$ cat src/rtl/spi_xfer_sequencer.sv
// spi_xfer_sequencer: drives the SPI master's CTRL/TXDATA/RXDATA/STATUS
// registers so that a stream client can run multi-byte transfers without
// CPU polling. A command (length, clock divider) is taken in IDLE. Each byte
// is then handled in turn: take a TX byte, write it, START, poll STATUS.DONE,
// read RXDATA and hand the byte to the RX consumer.
// Optional build macro SPI_SEQ_TIMEOUT_EN adds a STATUS-poll watchdog and an
// err output. With the watchdog, a poll that never sees DONE ends the command.
module spi_xfer_sequencer #(
  parameter int LEN_W    = 5,
  parameter int POLL_GAP = 2
) (
  input  logic             clk,
  input  logic             rst,
  input  logic             cmd_valid,
  output logic             cmd_ready,
  input  logic [LEN_W-1:0] cmd_len,
  input  logic [7:0]       cmd_clkdiv,
  input  logic             tx_valid,
  output logic             tx_ready,
  input  logic [7:0]       tx_data,
  output logic             rx_valid,
  input  logic             rx_ready,
  output logic [7:0]       rx_data,
  output logic             busy,
  output logic             done,
`ifdef SPI_SEQ_TIMEOUT_EN
  output logic             err,
`endif
  output logic             sel,
  output logic             w_en,
  output logic             r_en,
  output logic [1:0]       offset,
  output logic [31:0]      wdata,
  input  logic [31:0]      rdata
);

  localparam logic [3:0] S_IDLE    = 4'd0;
  localparam logic [3:0] S_CFG     = 4'd1;
  localparam logic [3:0] S_GET_TX  = 4'd2;
  localparam logic [3:0] S_WR_TX   = 4'd3;
  localparam logic [3:0] S_START   = 4'd4;
  localparam logic [3:0] S_POLL    = 4'd5;
  localparam logic [3:0] S_GAP     = 4'd6;
  localparam logic [3:0] S_RD_RX   = 4'd7;
  localparam logic [3:0] S_PUSH_RX = 4'd8;
  localparam logic [3:0] S_FIN     = 4'd9;

  localparam logic [1:0] R_CTRL   = 2'd0;
  localparam logic [1:0] R_TXDATA = 2'd1;
  localparam logic [1:0] R_RXDATA = 2'd2;
  localparam logic [1:0] R_STATUS = 2'd3;

  // Last idle cycle index between two STATUS reads.
  localparam logic [7:0] GAP_LAST = (POLL_GAP > 0) ? 8'(POLL_GAP - 1) : 8'd0;
  localparam logic [LEN_W-1:0] CNT_ONE = {{(LEN_W-1){1'b0}}, 1'b1};

  logic [3:0]       state_q, state_d;
  logic [LEN_W-1:0] cnt_q, cnt_d;
  logic [7:0]       clkdiv_q, clkdiv_d;
  logic [7:0]       txb_q, txb_d;
  logic [7:0]       rx_data_q, rx_data_d;
  logic [7:0]       gap_q, gap_d;
  logic             timeout;
`ifdef SPI_SEQ_TIMEOUT_EN
  logic [15:0]      wdog_q, wdog_d;
  logic             err_q, err_d;
`endif

  // Only the low byte and STATUS.DONE of rdata are meaningful here.
  logic unused_rdata;
  assign unused_rdata = ^rdata[31:8];

`ifdef SPI_SEQ_TIMEOUT_EN
  // The watchdog is 0 on the first POLL cycle, so reaching 4095 means the
  // next cycle is the 4096th since POLL entry.
  assign timeout = (wdog_q == 16'd4095);
`else
  assign timeout = 1'b0;
`endif

  // Next-state and datapath-register logic for the sequencer FSM.
  always_comb begin
    state_d   = state_q;
    cnt_d     = cnt_q;
    clkdiv_d  = clkdiv_q;
    txb_d     = txb_q;
    rx_data_d = rx_data_q;
    gap_d     = gap_q;
`ifdef SPI_SEQ_TIMEOUT_EN
    wdog_d    = wdog_q;
    err_d     = err_q;
`endif
    case (state_q)
      S_IDLE: begin
        if (cmd_valid) begin
          cnt_d    = cmd_len;
          clkdiv_d = cmd_clkdiv;
          state_d  = (cmd_len == '0) ? S_FIN : S_CFG;
`ifdef SPI_SEQ_TIMEOUT_EN
          err_d    = 1'b0;
`endif
        end
      end
      S_CFG:   state_d = S_GET_TX;
      S_GET_TX: begin
        if (tx_valid) begin
          txb_d   = tx_data;
          state_d = S_WR_TX;
        end
      end
      S_WR_TX: state_d = S_START;
      S_START: begin
        state_d = S_POLL;
`ifdef SPI_SEQ_TIMEOUT_EN
        wdog_d  = 16'd0;
`endif
      end
      S_POLL: begin
`ifdef SPI_SEQ_TIMEOUT_EN
        wdog_d = wdog_q + 16'd1;
`endif
        if (rdata[1]) begin
          state_d = S_RD_RX;
        end else if (timeout) begin
          state_d = S_FIN;
`ifdef SPI_SEQ_TIMEOUT_EN
          err_d   = 1'b1;
`endif
        end else if (POLL_GAP > 0) begin
          gap_d   = 8'd0;
          state_d = S_GAP;
        end
      end
      S_GAP: begin
`ifdef SPI_SEQ_TIMEOUT_EN
        wdog_d = wdog_q + 16'd1;
`endif
        if (timeout) begin
          state_d = S_FIN;
`ifdef SPI_SEQ_TIMEOUT_EN
          err_d   = 1'b1;
`endif
        end else if (gap_q == GAP_LAST) begin
          state_d = S_POLL;
        end else begin
          gap_d = gap_q + 8'd1;
        end
      end
      S_RD_RX: begin
        rx_data_d = rdata[7:0];
        state_d   = S_PUSH_RX;
      end
      S_PUSH_RX: begin
        if (rx_ready) begin
          cnt_d   = cnt_q - CNT_ONE;
          state_d = (cnt_q == CNT_ONE) ? S_FIN : S_GET_TX;
        end
      end
      S_FIN:   state_d = S_IDLE;
      default: state_d = S_IDLE;
    endcase
  end

  // State and datapath registers; async reset abandons any transfer at once.
  always_ff @(posedge clk or negedge rst) begin
    if (!rst) begin
      state_q   <= S_IDLE;
      cnt_q     <= '0;
      clkdiv_q  <= 8'd0;
      txb_q     <= 8'd0;
      rx_data_q <= 8'd0;
      gap_q     <= 8'd0;
`ifdef SPI_SEQ_TIMEOUT_EN
      wdog_q    <= 16'd0;
      err_q     <= 1'b0;
`endif
    end else begin
      state_q   <= state_d;
      cnt_q     <= cnt_d;
      clkdiv_q  <= clkdiv_d;
      txb_q     <= txb_d;
      rx_data_q <= rx_data_d;
      gap_q     <= gap_d;
`ifdef SPI_SEQ_TIMEOUT_EN
      wdog_q    <= wdog_d;
      err_q     <= err_d;
`endif
    end
  end

  // Bus strobes and handshakes decode straight from the state register, so
  // every access lasts exactly the one cycle spent in its state.
  always_comb begin
    sel    = 1'b0;
    w_en   = 1'b0;
    r_en   = 1'b0;
    offset = R_CTRL;
    wdata  = 32'd0;
    case (state_q)
      S_CFG: begin
        sel = 1'b1; w_en = 1'b1; offset = R_CTRL;
        wdata = {16'd0, clkdiv_q, 8'h01};
      end
      S_WR_TX: begin
        sel = 1'b1; w_en = 1'b1; offset = R_TXDATA;
        wdata = {24'd0, txb_q};
      end
      S_START: begin
        sel = 1'b1; w_en = 1'b1; offset = R_CTRL;
        wdata = {16'd0, clkdiv_q, 8'h03};
      end
      S_POLL: begin
        sel = 1'b1; r_en = 1'b1; offset = R_STATUS;
      end
      S_RD_RX: begin
        sel = 1'b1; r_en = 1'b1; offset = R_RXDATA;
      end
      S_FIN: begin
        sel = 1'b1; w_en = 1'b1; offset = R_CTRL;
        wdata = 32'd0;
      end
      default: ;
    endcase
  end

  assign cmd_ready = (state_q == S_IDLE);
  assign busy      = (state_q != S_IDLE);
  assign tx_ready  = (state_q == S_GET_TX);
  assign rx_valid  = (state_q == S_PUSH_RX);
  assign rx_data   = rx_data_q;
  assign done      = (state_q == S_FIN);
`ifdef SPI_SEQ_TIMEOUT_EN
  assign err       = (state_q == S_FIN) & err_q;
`endif

endmodule

$ cat config.mk
export PLATFORM = sky130hd
export DESIGN_NAME = spi_xfer_sequencer
export DESIGN_NICKNAME = d
export VERILOG_FILES = /design/src/rtl/spi_xfer_sequencer.sv
export SDC_FILE = /design/constraint.sdc
export NUM_CORES = 1
export LEC_CHECK = 0
export CORE_ASPECT_RATIO = 0.6
export CORE_MARGIN = 10
export CORE_UTILIZATION = 60
export DETAILED_ROUTE_END_ITERATION = 10
export DONT_BUFFER_PORTS = 1
export HOLD_SLACK_MARGIN = 0.06
export PLACE_DENSITY = 0.76
export SLEW_MARGIN = 20
export SYNTH_ARGS = -nofsm -noshare
export SYNTH_HDL_FRONTEND = slang
export SYNTH_SLANG_ARGS = --single-unit
$ cat constraint.sdc
create_clock -name clk -period 2.01 [get_ports clk]
set_input_delay 0.1005 -clock clk [delete_from_list [all_inputs] [get_ports clk]]
set_output_delay 0.1005 -clock clk [all_outputs]
set_load 0.05 [all_outputs]
==> reports/metrics.cfg <==
[outcome]
run_status = finished, final reports clean

[cts]
root_buffer = clkbuf_8
clkSinkCount = 41
htreeDepth = 2
path_clk_slew_ns = 0.09
cts_tree = built
clockBufferDepth = 2
numCtsBuffers = 5
clk_latency_ns = 0.31

[placement]
dp.cells = 293
dp_hpwl_um = 4720
io_buffers = 0
gp_congestion = 0.880
place_area_mm2 = 0.00271

[power]
finalPower_mw = 6.32
p_per_area_mw_per_mm2 = 1980
leakagePower_nw = 1.37
ir_worst_vdd_mv = 1.32

[floorplan]
pin_count = 108
coreArea_mm2 = 0.00370
die_y_um = 68.1
start_util = 0.626
die_area_mm2 = 0.00683
die_w_um = 100
num_rows = 17

[hold_path]
min_from = cmd_len[1]
hp-class = in -> reg

[route]
vias_per_cell = 6.09
wl_um = 8200
wl_per_cell_um = 24.7
vias = 2022
drc = 0
drt_first_pass_iters = 5
antenna_left = 0
drtIter0Drc = 239

[grt]
antenna_found_initial = 0
grt_pass1_wl_um = 12500
grt_max_degree = 42
grt_usage = 0.239
grt_pass1_vias = 2170
gr-total-overflow = 0

[logic_synthesis]
synth-main-ff-cell = dfrtp_1
synth_edf_count = 0
netlist_area_mm2 = 0.00232
ys_warn_count = 0
synthCells = 224
synth_area_per_cell_um2 = 10.3
synth-seq-cells = 41
synth-seq-area-share = 0.443
synth_cell_types = 50
async_flop_share = 1.00

[sta]
hold_viol_final = 0
tightest_slew_ns = 0.502
fin_crit_ns = 1.98
final-setup-viol-count = 0
timing.hold.ws_ns = 0.166
fmax_ghz = 0.505
fin_skew_ns = 0.0115
slew_violations = 0
period_share = 0.986
maxSlewHeadroom = 0.665

[finish]
layoutNonFillerInstCount = 332
fin_nets = 346
diodes = 0
areaGrowthSynthToFinish_pct = 37.6
drive_gt1_frac = 0.291
final_common_cell = dfrtp_1
layout_common_cells = dfrtp_1 (40), dlygate4sd3_1 (30), mux2_2 (24)
design_area_mm2 = 0.00319

[job]
drv_cap = 0

[critical_path]
cp-start-kind = flop
arrival_ns = 1.88
reg2reg_from = state_q[1]
crit_start = state_q[0]
path_class = reg -> out
end_kind = primary output
worst-endpoint-required_ns = 1.91
worstPathMaxFanout = 11

## cells in the mapped netlist, types with 3 or more instances
master    count  area share
a21o_1        3      0.0097
a21oi_1      10       0.022
a31oi_1       4       0.011
and2_1       16       0.043
and3_1        3      0.0081
buf_4        16       0.052
clkbuf_1      3      0.0049
dfrtp_1      41        0.44
ha_1          4       0.022
inv_1         8       0.013
mux2_2       24        0.12
mux2i_1       3       0.013
nand2_1       4      0.0065
nand2b_1      7       0.019
nand3_1       9       0.019
nor2_1        9       0.015
nor3_1        6       0.013
nor4_1        3      0.0081
o211ai_1      4       0.013
o21ai_0       6       0.013
or3_1         3      0.0081
## repair_timing
action,CTS,global route
buffers inserted,0,0
resized for setup,0,10
hold buffers,31,0
setup endpoints to repair,0,28
endpoints found under the hold margin,70,0
## path summary, 6_finish.rpt
path / endpoint / slack [ns] / depth (start not counted)
hold / removal: cnt_q[1] / 0.17 / 3
setup / recovery: wdata[4] / 0.03 / 6
setup reg to reg: clkdiv_q[7] / 0.11 / 4
max in group asynchronous: state_q[0] / 1.52 / 2
min in group asynchronous: txb_q[2] / 0.27 / 2
hold reg to reg: clkdiv_q[2] / 0.51 / 1
## through the flow
step	setup WS, ns	setup TNS, ns	utilization
floorplan	-0.0551	-0.0551	-
detailed placement	0.0771	0	0.732
finish	0.0279	0	0.861
global placement	0.170	0	0.732
CTS	0.0462	0	0.851
global route	-0.0346	-0.111	0.861
## worst max-delay path, cell delays in order (launching register included)
cell,delay (ns)
dfrtp_2,0.48
buf_6,0.17
nand2_1,0.16
nor3_4,0.22
buf_4,0.19
and2_1,0.20
buf_12,0.16
## final cells by class
cell class              count  area, µm²
fillers                   172        513
clock inverters             2       37.5
inverters                   9       38.8
repair buffers             63        752
multi-input cells         164       1190
flip-flops and latches     41       1030
well taps                  47       58.8
clock buffers               6       82.6
## cell families after synthesis
| group | Yosys count | share of synthesized area |
|---|---|---|
| compound gates | 41 | 0.117 |
| simple gates | 73 | 0.184 |
| fa+ha+maj | 4 | 0.0216 |
| flops | 41 | 0.443 |
| other cells | 1 | 0.00162 |
| xor+xnor | 3 | 0.0113 |
| buf+inv | 34 | 0.0923 |
| mux | 27 | 0.130 |
## routing by layer
metal,GRT usage,part of all wire
met1,0.263,0.37
met2,0.418,0.49
met3,0.103,0.12
met4,0.0772,0.022
met5,0,0
## flip-flops by register name (all words and copies together) (netlist names)
| signal | count |
|---|---|
| txb_q | 8 |
| cnt_q | 5 |
| gap_q | 8 |
| rx_data | 8 |
| state_q | 4 |
| clkdiv_q | 8 |
## power by group
group	switching (mW)	total (mW)	leakage, nW	internal [mW]
Combinational	2.20	3.67	0.816	1.47
Clock	0.324	0.728	0.0574	0.404
Sequential	0.692	1.92	0.497	1.22
Total	3.21	6.32	1.37	3.10
Power figures use the tool's default switching activity.
